**config.mk**
```make
export PLATFORM = sky130hd
export DESIGN_NAME = conf_loader
export DESIGN_NICKNAME = d
export VERILOG_FILES = /design/src/rtl/conf_loader_pkg.sv /design/src/rtl/conf_frame_timer.sv /design/src/rtl/conf_loader.sv
export SDC_FILE = /design/constraint.sdc
export NUM_CORES = 1
export LEC_CHECK = 0
export BUFFER_PORTS_ARGS = -buffer_cell sky130_fd_sc_hd__buf_2
export CAP_MARGIN = 20
export CELL_PAD_IN_SITES_DETAIL_PLACEMENT = 1
export CELL_PAD_IN_SITES_GLOBAL_PLACEMENT = 1
export CORE_MARGIN = 2
export CORE_UTILIZATION = 40
export CTS_BUF_LIST = sky130_fd_sc_hd__clkbuf_8
export DETAILED_ROUTE_END_ITERATION = 12
export PLACE_DENSITY = 0.73
export SLEW_MARGIN = 20
export SYNTH_ARGS = -nofsm -noshare
export SYNTH_HDL_FRONTEND = slang
export SYNTH_SLANG_ARGS = --single-unit
```
**constraint.sdc**
```tcl
create_clock -name i_clk -period 3.07 [get_ports i_clk]
set_clock_uncertainty 0.05 [all_clocks]
set_input_delay 0.1535 -clock i_clk [delete_from_list [all_inputs] [get_ports i_clk]]
set_output_delay 0.1535 -clock i_clk [all_outputs]
set_load 0.02 [all_outputs]
```
**src/rtl/conf_loader_pkg.sv**
```systemverilog
// Shared constants, state encoding and slot addressing for the UART
// configuration frame decoder.
package conf_loader_pkg;

   localparam logic [7:0] CONF_HDR   = 8'hA5;
   localparam logic [7:0] CONF_BCAST = 8'hFF;

   typedef enum logic [1:0] {
      IDLE    = 2'd0,
      INDEX   = 2'd1,
      PAYLOAD = 2'd2,
      CHECK   = 2'd3
   } conf_state_t;

   // Bit offset of channel slot idx inside the packed configuration vector.
   function automatic int unsigned slot_offset(input int unsigned idx,
                                               input int unsigned conf_bytes);
      return idx * conf_bytes * 8;
   endfunction

endpackage

```
**src/rtl/conf_frame_timer.sv**
```systemverilog
// Inter-byte watchdog: counts idle cycles while a frame is running and flags
// expiry on the last allowed idle cycle unless a byte arrives in that cycle.
module conf_frame_timer #(
   parameter int TIMEOUT_CYCLES = 65536
) (
   input  logic i_clk,
   input  logic i_rst,
   input  logic i_clear,
   input  logic i_run,
   output logic o_expired
);

   localparam int CW = (TIMEOUT_CYCLES > 1) ? $clog2(TIMEOUT_CYCLES) : 1;
   localparam logic [CW-1:0] LAST = CW'(TIMEOUT_CYCLES - 1);

   logic [CW-1:0] count;

   // Saturates at LAST so a stalled owner never sees the count wrap.
   always_ff @(posedge i_clk) begin
      if (i_rst) begin
         count <= '0;
      end else if (i_clear || !i_run) begin
         count <= '0;
      end else if (count != LAST) begin
         count <= count + 1'b1;
      end
   end

   assign o_expired = i_run && !i_clear && (count == LAST);

endmodule

```
**src/rtl/conf_loader.sv**
```systemverilog
// Decodes framed configuration packets (HDR, IDX, payload, CHK) from the UART
// byte strobe stream and commits each valid one atomically into channel slots.
module conf_loader
   import conf_loader_pkg::*;
#(
   parameter int CH_NO          = 4,
   parameter int CONF_BYTES     = 10,
   parameter int TIMEOUT_CYCLES = 65536,
   parameter logic [CONF_BYTES*8-1:0] DEFAULT_CONF = '0
) (
   input  logic                          i_clk,
   input  logic                          i_rst,
   input  logic [7:0]                    i_data,
   input  logic                          i_valid,
   output logic [CH_NO*CONF_BYTES*8-1:0] o_conf,
   output logic [CH_NO-1:0]              o_updated,
   output logic                          o_err,
   output logic                          o_busy
);

   localparam int SLOT_W = CONF_BYTES * 8;
   localparam int BW     = (CONF_BYTES > 1) ? $clog2(CONF_BYTES) : 1;
   localparam logic [BW-1:0] LAST_BYTE = BW'(CONF_BYTES - 1);

   conf_state_t       state;
   logic [7:0]        idx;
   logic [7:0]        chk;
   logic [BW-1:0]     byte_cnt;
   logic [SLOT_W-1:0] shadow;
   logic              expired;
   logic              idx_ok;

   conf_frame_timer #(
      .TIMEOUT_CYCLES(TIMEOUT_CYCLES)
   ) u_timer (
      .i_clk     (i_clk),
      .i_rst     (i_rst),
      .i_clear   (i_valid),
      .i_run     (state != IDLE),
      .o_expired (expired)
   );

   assign idx_ok = (idx == CONF_BCAST) || (int'(idx) < CH_NO);
   assign o_busy = (state != IDLE);

   always_ff @(posedge i_clk) begin
      if (i_rst) begin
         state     <= IDLE;
         idx       <= '0;
         chk       <= '0;
         byte_cnt  <= '0;
         shadow    <= '0;
         o_conf    <= {CH_NO{DEFAULT_CONF}};
         o_updated <= '0;
         o_err     <= 1'b0;
      end else begin
         o_updated <= '0;
         o_err     <= 1'b0;
         if (i_valid) begin
            case (state)
               IDLE: begin
                  if (i_data == CONF_HDR) state <= INDEX;
               end
               INDEX: begin
                  idx      <= i_data;
                  chk      <= i_data;
                  byte_cnt <= '0;
                  state    <= PAYLOAD;
               end
               PAYLOAD: begin
                  shadow[byte_cnt*8 +: 8] <= i_data;
                  chk      <= chk ^ i_data;
                  byte_cnt <= byte_cnt + 1'b1;
                  if (byte_cnt == LAST_BYTE) state <= CHECK;
               end
               CHECK: begin
                  state <= IDLE;
                  // Slots only ever take a complete shadow image, never a partial frame.
                  if ((chk == i_data) && idx_ok) begin
                     for (int k = 0; k < CH_NO; k++) begin
                        if ((idx == CONF_BCAST) || (int'(idx) == k)) begin
                           o_conf[slot_offset(k, CONF_BYTES) +: SLOT_W] <= shadow;
                           o_updated[k] <= 1'b1;
                        end
                     end
                  end else begin
                     o_err <= 1'b1;
                  end
               end
               default: state <= IDLE;
            endcase
         end else if (expired) begin
            state  <= IDLE;
            o_err  <= 1'b1;
            shadow <= '0;
         end
      end
   end

endmodule

```
After elaboration in Yosys (flattened, before gate mapping)
Cells that the tools add are included.
{"block": "totals", "input_bits": 11, "out_inout_bits": 326, "register_bits": 443, "word_cells": 82}
{"block": "classes", "n_lt_le_gt_ge": 1, "n_bitwise": 4, "shift": 2, "muxes": 19, "n_reduce_logical": 26, "eq_ne": 15, "n_addsub": 3}
{"op": "80-bit two-way mux", "count": 3}
{"op": "80-bit bitwise mux", "count": 1}
{"op": "8-bit by 34-bit variable shift with 80-bit output, first input constant", "count": 1}
{"op": "8-bit by 34-bit variable part select with 80-bit output", "count": 1}
{"op": "7-bit negation with 34-bit output", "count": 1}
{"op": "16-bit by 1-bit adder with 16-bit output, second input constant", "count": 1}
{"op": "16-bit equality test, second input constant", "count": 1}
{"op": "8-bit by 3-bit equality test with 1-bit output, second input constant", "count": 2}
{"op": "8-bit equality test, second input constant", "count": 2}
{"op": "16-bit inequality test, second input constant", "count": 1}
{"op": "8-bit case mux with 2 select lines", "count": 1}
{"op": "4-bit AND reduction", "count": 4}
{"op": "8-bit by 2-bit equality test with 1-bit output, second input constant", "count": 1}
{"op": "8-bit equality test", "count": 1}
{"op": "8-bit zero test", "count": 1}
{"op": "8-bit by 3-bit less-than comparator with 1-bit output, second input constant", "count": 1}
{"op": "1-bit two-way mux", "count": 8}
{"op": "2-bit two-way mux", "count": 4}
{"op": "2-bit case mux with 4 select lines", "count": 1}
{"op": "4-bit case mux with 2 select lines", "count": 1}
{"op": "8-bit bitwise XOR", "count": 1}
{"op": "1-bit logical OR", "count": 6}
{"op": "3-bit inequality test, second input constant", "count": 2}
{"op": "2-bit AND reduction", "count": 3}
{"op": "other kinds (13)", "count": 21}

Logic depth before layout (Yosys ltp)
Gate-level depths: netlist of the first run.
{"block": "depth", "word_depth": 6, "depth_mapped": 9, "mapped_depth_nobuf": 7}

By module
Synthesis of the first run repeated with hierarchy kept, for this count alone.
{"block": "unflattened", "hier_cells": 1884, "hier_area_um2": 18127.4}
{"mod": "conf_loader", "cells_each": 1788, "area_each_um2": 17285.3, "n_inst": 1, "seq_area_each_um2": 8548.2}
{"mod": "conf_frame_timer", "cells_each": 96, "area_each_um2": 842.1, "n_inst": 1, "seq_area_each_um2": 320.3}

Worst setup path before layout of the first run
OpenSTA, ideal clock, no wires.
{"block": "synth_timing", "kind": "flip-flop to flip-flop", "start": "register idx[3]", "end": "register o_conf[160]", "path_stages_with_launch": 8, "setup_slack_ps": 806, "t_required_ps": 2904, "t_arrival_ps": 2099, "setup_ps": 116, "period_less_slack_ps": 2264, "path_buffers": 2, "cell_sequence": "dfxtp_1 > or4_1 > nor3_2 > o21ai_2 > or3_1 > buf_2 > buf_6 > a31o_1"}
{"block": "synth_via", "elab_chain_cells": 4, "elab_cells_between_ends": 7, "classes_between": "order compare: 1; eq/ne: 2; reduce/logical: 4"}
{"element": "start, declared", "line": "conf_loader.sv:26", "source": "logic [7:0] idx;"}
{"element": "start signal, assigned", "line": "conf_loader.sv:65", "source": "idx <= i_data;"}
{"element": "8-bit by 3-bit less-than comparator with 1-bit output / 8-bit equality test (equally long branches)", "line": "conf_loader.sv:43, conf_loader.sv:81"}
{"element": "1-bit logical OR", "line": "conf_loader.sv:43", "source": "assign idx_ok = (idx == CONF_BCAST) || (int'(idx) < CH_NO);"}
{"element": "1-bit logical AND", "line": "conf_loader.sv:79", "source": "if ((chk == i_data) && idx_ok) begin"}
{"element": "4-bit AND reduction (no line) (*)"}
{"element": "end signal, assigned", "line": "conf_loader.sv:53", "source": "o_conf <= {CH_NO{DEFAULT_CONF}};"}
{"element": "end signal, assigned by index", "line": "conf_loader.sv:82", "source": "o_conf[slot_offset(k, CONF_BYTES) +: SLOT_W] <= shadow;"}
{"element": "end, declared", "line": "conf_loader.sv:15", "source": "output logic [CH_NO*CONF_BYTES*8-1:0] o_conf,"}
Mark *: on every way between the ends. The rest lies on a longest branch, timed or not.
A chain may end at the register's enable or synchronous reset.

Final worst setup path of the first run
{"block": "layout_timing", "start": "register state[0]", "end": "register shadow[77]"}
{"block": "layout_via", "elab_chain_cells": 5, "elab_cells_between_ends": 7, "classes_between": "eq/ne: 2; reduce/logical: 5"}
{"element": "start, declared", "line": "conf_loader.sv:25", "source": "conf_state_t state;"}
{"element": "start signal, assigned", "line": "conf_loader.sv:48", "source": "state <= IDLE;"}
{"element": "start signal, assigned", "line": "conf_loader.sv:62", "source": "if (i_data == CONF_HDR) state <= INDEX;"}
{"element": "start signal, assigned", "line": "conf_loader.sv:68", "source": "state <= PAYLOAD;"}
{"element": "2-bit nonzero test", "line": "conf_loader.sv:39", "source": ".i_run (state != IDLE),"}
{"element": "1-bit logical AND (2 in a row)", "line": "conf_frame_timer.sv:29", "source": "assign o_expired = i_run && !i_clear && (count == LAST);"}
{"element": "2-bit nonzero test (no line)"}
{"element": "2-bit AND reduction (no line) (*)"}
{"element": "end signal, assigned by index", "line": "conf_loader.sv:71", "source": "shadow[byte_cnt*8 +: 8] <= i_data;"}
{"element": "end, declared", "line": "conf_loader.sv:29", "source": "logic [SLOT_W-1:0] shadow;"}
Marks and branches as above.

==> results of run 1 <==
stage by stage:
step / instances / utilization / hold WS, ns / instance area (um2)
after floorplan: 1871 / - / 0.2554 / 17630
after global placement: 2627 / 0.4528 / 0.3923 / 19590
after detailed placement: 2627 / 0.4528 / 0.3999 / 19590
after CTS: 2770 / 0.4902 / 0.4103 / 21210
after global routing: 2773 / 0.4904 / 0.4285 / 21220
final: 2773 / 0.4904 / 0.4066 / 21220
layout by cell type, fill, tap and decap left out, types with 4 or more instances in the layout:
cell type | Yosys | routed
inv_1 | 10 | 36
xnor2_1 | 6 | 6
or3_1 | 8 | 5
nor2b_1 | 14 | 14
a21boi_1 | 4 | 4
xor2_1 | 12 | 12
dfxtp_1 | 443 | 443
nor2_1 | 40 | 39
a31o_1 | 320 | 320
a21oi_1 | 85 | 85
nor4_1 | 246 | 245
clkinv_2 | 0 | 6
clkbuf_8 | 0 | 101
a32o_1 | 8 | 8
mux2i_1 | 16 | 16
nand4_1 | 13 | 13
dlygate4sd3_1 | 0 | 10
ha_1 | 9 | 9
buf_4 | 0 | 42
nand2_1 | 182 | 180
nor3_1 | 93 | 93
a22oi_1 | 5 | 5
buf_2 | 12 | 335
buf_12 | 0 | 7
o21ai_0 | 14 | 14
nand3_1 | 82 | 81
state kept, by name, indices dropped and copies added, names as in the netlist:
name and flops:
state 2, o_updated 4, chk 8, idx 8, o_err 1, o_conf 320
shadow 80, byte_cnt 4, u_timer.count 16
area by class of cell:
class | count | area (um2) | area share
clock buffer | 101 | 1390 | 0.06551
multi-input combinational | 1203 | 7801 | 0.3677
inverter | 11 | 48.80 | 0.002300
timing repair buffer | 395 | 2243 | 0.1057
tap | 585 | 732.0 | 0.03449
clock inverter | 32 | 127.6 | 0.006014
sequential | 443 | 8869 | 0.4179
antenna | 3 | 7.507 | 0.0003538
worst register-to-register path, cell delays in order (launching register included):
cell,delay [ns]
dfxtp_1,0.34
inv_1,0.11
ha_1,0.78
nand4_1,0.50
or3_1,0.66
nand3_1,0.17
a21oi_1,0.07
worst paths after layout:
check,to,slack (ns),depth (start not counted)
setup / recovery,shadow[77],0.26,6
hold / removal,shadow[35],0.41,2
hold reg to reg,shadow[35],0.41,2
setup reg to reg,shadow[77],0.26,6
cells by family after synthesis:
logic type / count (synthesis)
compound gates: 455
flops: 443
fa+ha+maj: 9
mux: 16
buf+inv: 225
simple gates: 705
xor+xnor: 18
layer usage:
metal | part of all wire | global-route usage
met4 | 0.027 | 0.1009
met2 | 0.47 | 0.4316
met3 | 0.058 | 0.05936
met5 | 0 | 0
met1 | 0.44 | 0.3383
power by group:
group / internal [uW] / leakage [uW] / switching [uW] / total, uW
Combinational: 48.9 / 0.00380 / 205 / 254
Clock: 2920 / 0.000888 / 2410 / 5320
Sequential: 5750 / 0.00357 / 0.752 / 5750
==> key figures, run 1 <==
Setup path
  – CP Cell Sequence: inv_1 > ha_1 > nand4_1 > or3_1 > nand3_1 > a21oi_1
  – Crit. Startpoint: state[0]
  – Top delay family on crit path: simple AND/OR/NAND/NOR gates
  – Slowest-stage cell, CP: ha_1
  – CP Class: flip-flop to flip-flop
  – CP endpoint kind: flip-flop
  – Crit Path Max Fanout: 25
  – R2r startpoint: state[0]
  – WP data arrival: approximately 3.3 ns
  – Max incr delay on CP: between 0.7 and 0.8 ns
  – Critical path buffer and inverter count: 1
  – CP startpoint kind: flip-flop
  – Req. time, crit path: between 3 and 4 ns

STA
  – Highest Clock Rate: between 0.3 and 0.4 GHz
  – Final setup fails: 0
  – Max Slew Vio Count: 0
  – Final setup margin: 0.2572 ns
  – Crit share post-route: 0.9162
  – Hold Vio Cnt, Final: 0
  – Tmin final: roughly 2.8 ns
  – Slew Limit Headroom: 0.3762
  – Fin Setup TNS: 0 ns
  – RSZ-0062 raised after global routing: no
  – Worst-Margin Slew: 0.9357 ns

Route
  – 1st-pass router iterations: 5
  – DR WL/cell: 22.46 um
  – DR DRC count: 0
  – Routed vias: 16,370
  – ANT nets after route: 0
  – DRT iter0 DRCs: roughly 1,100
  – Drt via density: ~5.9
  – WL final: around 62 mm

Global routing
  – Pin count of the biggest net entering global routing: 170
  – GRT overflow: 0
  – Global-route wire length before repair: 97.49 mm
  – Gr usage total: 0.2635
  – Initial antenna violation count: 3
  – Vias in the first global route: 16,810

Pwr
  – Pwr Total: between 10,000 and 15,000 uW
  – Worst VDD drop: slightly below 0.3 mV
  – PwrDens: about 530 mW/mm2
  – Pleak: a little over 0.008 uW

Floorplan
  – Io pins: approximately 340
  – Die H: approximately 210 um
  – Row count: 76
  – Die extent in x: 214.0 um
  – Core region area: approximately 0.043 mm2
  – Initial Utilization: 0.4075
  – DIE AREA: between 0.04 and 0.05 mm2

Finish
  – Share of cells above drive strength 1: 0.2352
  – Fillcell total: 4,980
  – Final net count: 2,151
  – Area Growth Syn to Fin: 20.34%

Yosys
  – Synth Area in XOR/XNOR: 0.008941
  – Synth Flop Type: dfxtp_1
  – Compound-gate portion of the synthesized area: 0.2044
  – Register bit total from synthesis: between 400 and 500
  – YS warnings: 0
  – Syn_nets: 1,891
  – Mapped Area: around 0.018 mm2
  – Sequential area share after synthesis: 0.5030
  – Mux cell area share after synthesis: 0.009083
  – Post-synthesis async set-or-reset flop share: 0
  – Cell taking the most area after synthesis: dfxtp_1
  – Count of flip-flops with a built-in enable after synthesis: 0
  – Most common cell in the netlist: dfxtp_1
  – Syn Area/Cell: roughly 9.4 um2
  – Synth Area in Simple Gates: 0.2093
  – Synth top area cells: dfxtp_1 (50%), a31o_1 (16%), nor4_1 (8.7%)
  – Largest family of logic cells by synthesized area: simple AND/OR/NAND/NOR gates
  – Post-Syn Instances: between 1,500 and 2,000
  – Synth top cells by count: dfxtp_1 (443), a31o_1 (320), nor4_1 (246), nand2_1 (182), clkbuf_1 (171)
  – Post-Synth Adder-Cell Area: 0.006387
  – Count of different cell masters after synthesis: between 50 and 60
  – Top cell type's share of synthesized area: 0.5030

Clock tree
  – # hold bufs at CTS: 10
  – CTS resizes: 0
  – Clock transition at path regs: around 0.06 ns
  – Number of CTS-inserted buffers: 77
  – H-tree Lvls: 3
  – Clock latency on the worst-skew pair: slightly above 0.6 ns
  – CTS tree: yes
  – CTS Sinks: ~440
  – CTS Root Cell: clkbuf_8
  – Bufs on Longest Clock Path: 3
  – Setup bufs post-CTS: 0

Worst hold path
  – Worst Hold Launch: shadow[35]
  – HP Class: flip-flop to flip-flop

Placement
  – Input/output buffers: between 300 and 400
  – Routability Congestion: roughly 0.84
  – Final HPWL DP: between 30 and 40 mm
  – DP Worst Slack: 0.2726 ns

Run status
  – Run status: finished clean

Run
  – Max-cap violation count: 0
Power figures use the tool's default switching activity.
==> inputs of run 2 (changes only) <==
==> constraint.sdc (replaced) <==
create_clock -name i_clk -period 3.6 [get_ports i_clk]
set_clock_uncertainty 0.05 [all_clocks]
set_input_delay 0.18 -clock i_clk [delete_from_list [all_inputs] [get_ports i_clk]]
set_output_delay 0.18 -clock i_clk [all_outputs]
set_load 0.05 [all_outputs]
==> run 2 against run 1 <==
Against the previous run:
- clock power decreased by 18%
- via count decreased by 0.15%
- non-clock buffer count decreased by 13
- combinational power decreased by 17%
- critical path type unchanged
==> key figures, run 2 (same netlist as run 1, synthesis figures left out) <==
Finish
  – Largest Register: o_conf
  – Largest registers: o_conf (320), shadow (80), u_timer.count (16)
  – Final net count: ~2,100
  – Max FFs per register: 320
  – Commonest non-fill, non-tap cell in the layout: dfxtp_1
  – Share of cells above drive strength 1: 0.2288
  – Area Growth Syn to Fin: 19.04%
  – Fillcell total: ~5,000
  – Most frequent cells in the layout: dfxtp_1 (443), buf_2 (335), a31o_1 (320)

Pwr
  – Pwr Total: between 9000 and 10,000 uW
  – PwrDens: 451.1 mW/mm2
  – Pleak: between 0.008 and 0.009 uW
  – Worst VDD drop: ~0.25 mV

Route
  – DR WL/cell: between 20 and 25 um
  – Drt via density: just under 6
  – DR DRC count: 0
  – 1st-pass router iterations: 5
  – DRT iter0 DRCs: around 1,200
  – WL final: about 61 mm
  – ANT nets after route: 0
  – Routed vias: ~16,000

Clock tree
  – CTS tree: yes
  – CTS Root Cell: clkbuf_8
  – Bufs on Longest Clock Path: 3
  – CTS resizes: 0
  – Setup bufs post-CTS: 0
  – Clock latency on the worst-skew pair: ~0.63 ns
  – H-tree Lvls: 3
  – Number of CTS-inserted buffers: 77
  – Clock transition at path regs: roughly 0.06 ns
  – CTS Sinks: 443

Setup path
  – Max incr delay on CP: between 0.7 and 0.8 ns
  – Crit Path Max Fanout: 80
  – Critical path buffer and inverter count: 1
  – WP data arrival: between 3 and 4 ns
  – CP endpoint kind: flip-flop
  – CP Cell Sequence: xor2_1 > nor4_1 > nand3_4 > buf_4 > or3_4 > a31o_1
  – Slowest-stage cell, CP: or3_4
  – CP startpoint kind: flip-flop
  – Req. time, crit path: approximately 4 ns
  – Top delay family on crit path: simple AND/OR/NAND/NOR gates
  – CP Class: flip-flop to flip-flop

Global routing
  – Vias in the first global route: 16,710
  – Gr usage total: 0.2584
  – GRT overflow: 0
  – Global-route wire length before repair: roughly 97 mm
  – Initial antenna violation count: 3
  – Pin count of the biggest net entering global routing: 127

Worst hold path
  – HP Class: input port to flip-flop

Run status
  – Run status: finished clean

STA
  – Tmin final: ~3.0 ns
  – Max Slew Vio Count: 0
  – RSZ-0062 raised after global routing: no
  – Slew Limit Headroom: 0.2584
  – Crit share post-route: 0.8295
  – Hold Vio Cnt, Final: 0
  – Highest Clock Rate: 0.3349 GHz
  – Worst-Margin Slew: approximately 1.1 ns
  – Final setup fails: 0
  – Fin Setup TNS: 0 ns

Floorplan
  – DIE AREA: around 0.046 mm2
  – Row count: 76
  – Die extent in x: around 210 um
  – Io pins: about 340
  – Initial Utilization: 0.4075
  – Core region area: approximately 0.043 mm2
  – Die H: between 200 and 250 um

Placement
  – Input/output buffers: roughly 340
  – Final HPWL DP: 37.74 mm
  – Routability Congestion: around 0.81

Run
  – Max-cap violation count: 0
==> run 2: cell types whose count changed in the layout (fill, tap and decap cells not counted), sizes merged <==
cell / delta
diode: -1
clkinv: -3
buf: -8
inv: +6
clkbuf: -7
dlygate4sd3: -5
==> run 2: repair_timing <==
action / CTS / global route
hold buffers: 5 / 0
hold endpoints to repair: 14 / 0
setup endpoints to repair: 0 / 0
==> run 2: worst register-to-register path, stage by stage, from the launching register on <==
cell and delay [ns]:
dfxtp_1 0.33, xor2_1 0.17, nor4_1 0.60, nand3_4 0.19, buf_4 0.31, or3_4 0.78, a31o_1 0.42
==> run 2: path summary, 6_finish.rpt <==
kind         startpoint           to  slack, ns  cells past startpoint
max              chk[6]  o_conf[204]       0.61                      6
min           i_data[5]       chk[5]       0.05                      4
max reg2reg      chk[6]  o_conf[204]       0.61                      6
min reg2reg  shadow[49]   shadow[49]       0.40                      2
==> run 2: metal layers <==
metal | vias up | share of wire | GRT usage
met3 | 89 | 0.054 | 0.05396
met2 | 420 | 0.47 | 0.4212
met1 | 8225 | 0.45 | 0.3419
li1 | 7605 | - | -
met4 | 2 | 0.021 | 0.08298
met5 | - | 0.00016 | 0
==> run 2: power breakdown <==
| group | total [uW] | leakage, uW | switching (uW) | internal, uW |
|---|---|---|---|---|
| Clock | 4350 | 0.000858 | 2020 | 2330 |
| Sequential | 4910 | 0.00357 | 0.646 | 4900 |
| Combinational | 211 | 0.00373 | 173 | 37.6 |
| Total | 9470 | 0.00815 | 2200 | 7270 |
==> run 2: through the flow <==
step / cells / hold WS [ns] / setup slack (ns) / area (um2) / util
after global placement: 2617 / 0.3898 / 0.7031 / 19460 / 0.4499
after detailed placement: 2617 / 0.3940 / 0.6381 / 19460 / 0.4499
after floorplan: 1871 / 0.2819 / 1.336 / 17630 / -
after CTS: 2751 / 0.006236 / 0.6184 / 20940 / 0.4841
after global routing: 2755 / 0.05572 / 0.4292 / 20990 / 0.4851
final: 2755 / 0.05022 / 0.6137 / 20990 / 0.4851
==> run 2: area by class of cell <==
class,count,area (um2),share of cell area
diodes,2,5.005,0.0002384
clock buffers,94,1294,0.06164
clock inverters,35,135.1,0.006438
inverters,11,48.80,0.002325
multi-input cells,1203,7801,0.3717
flip-flops and latches,443,8869,0.4225
well taps,585,732.0,0.03487
repair buffers,382,2105,0.1003
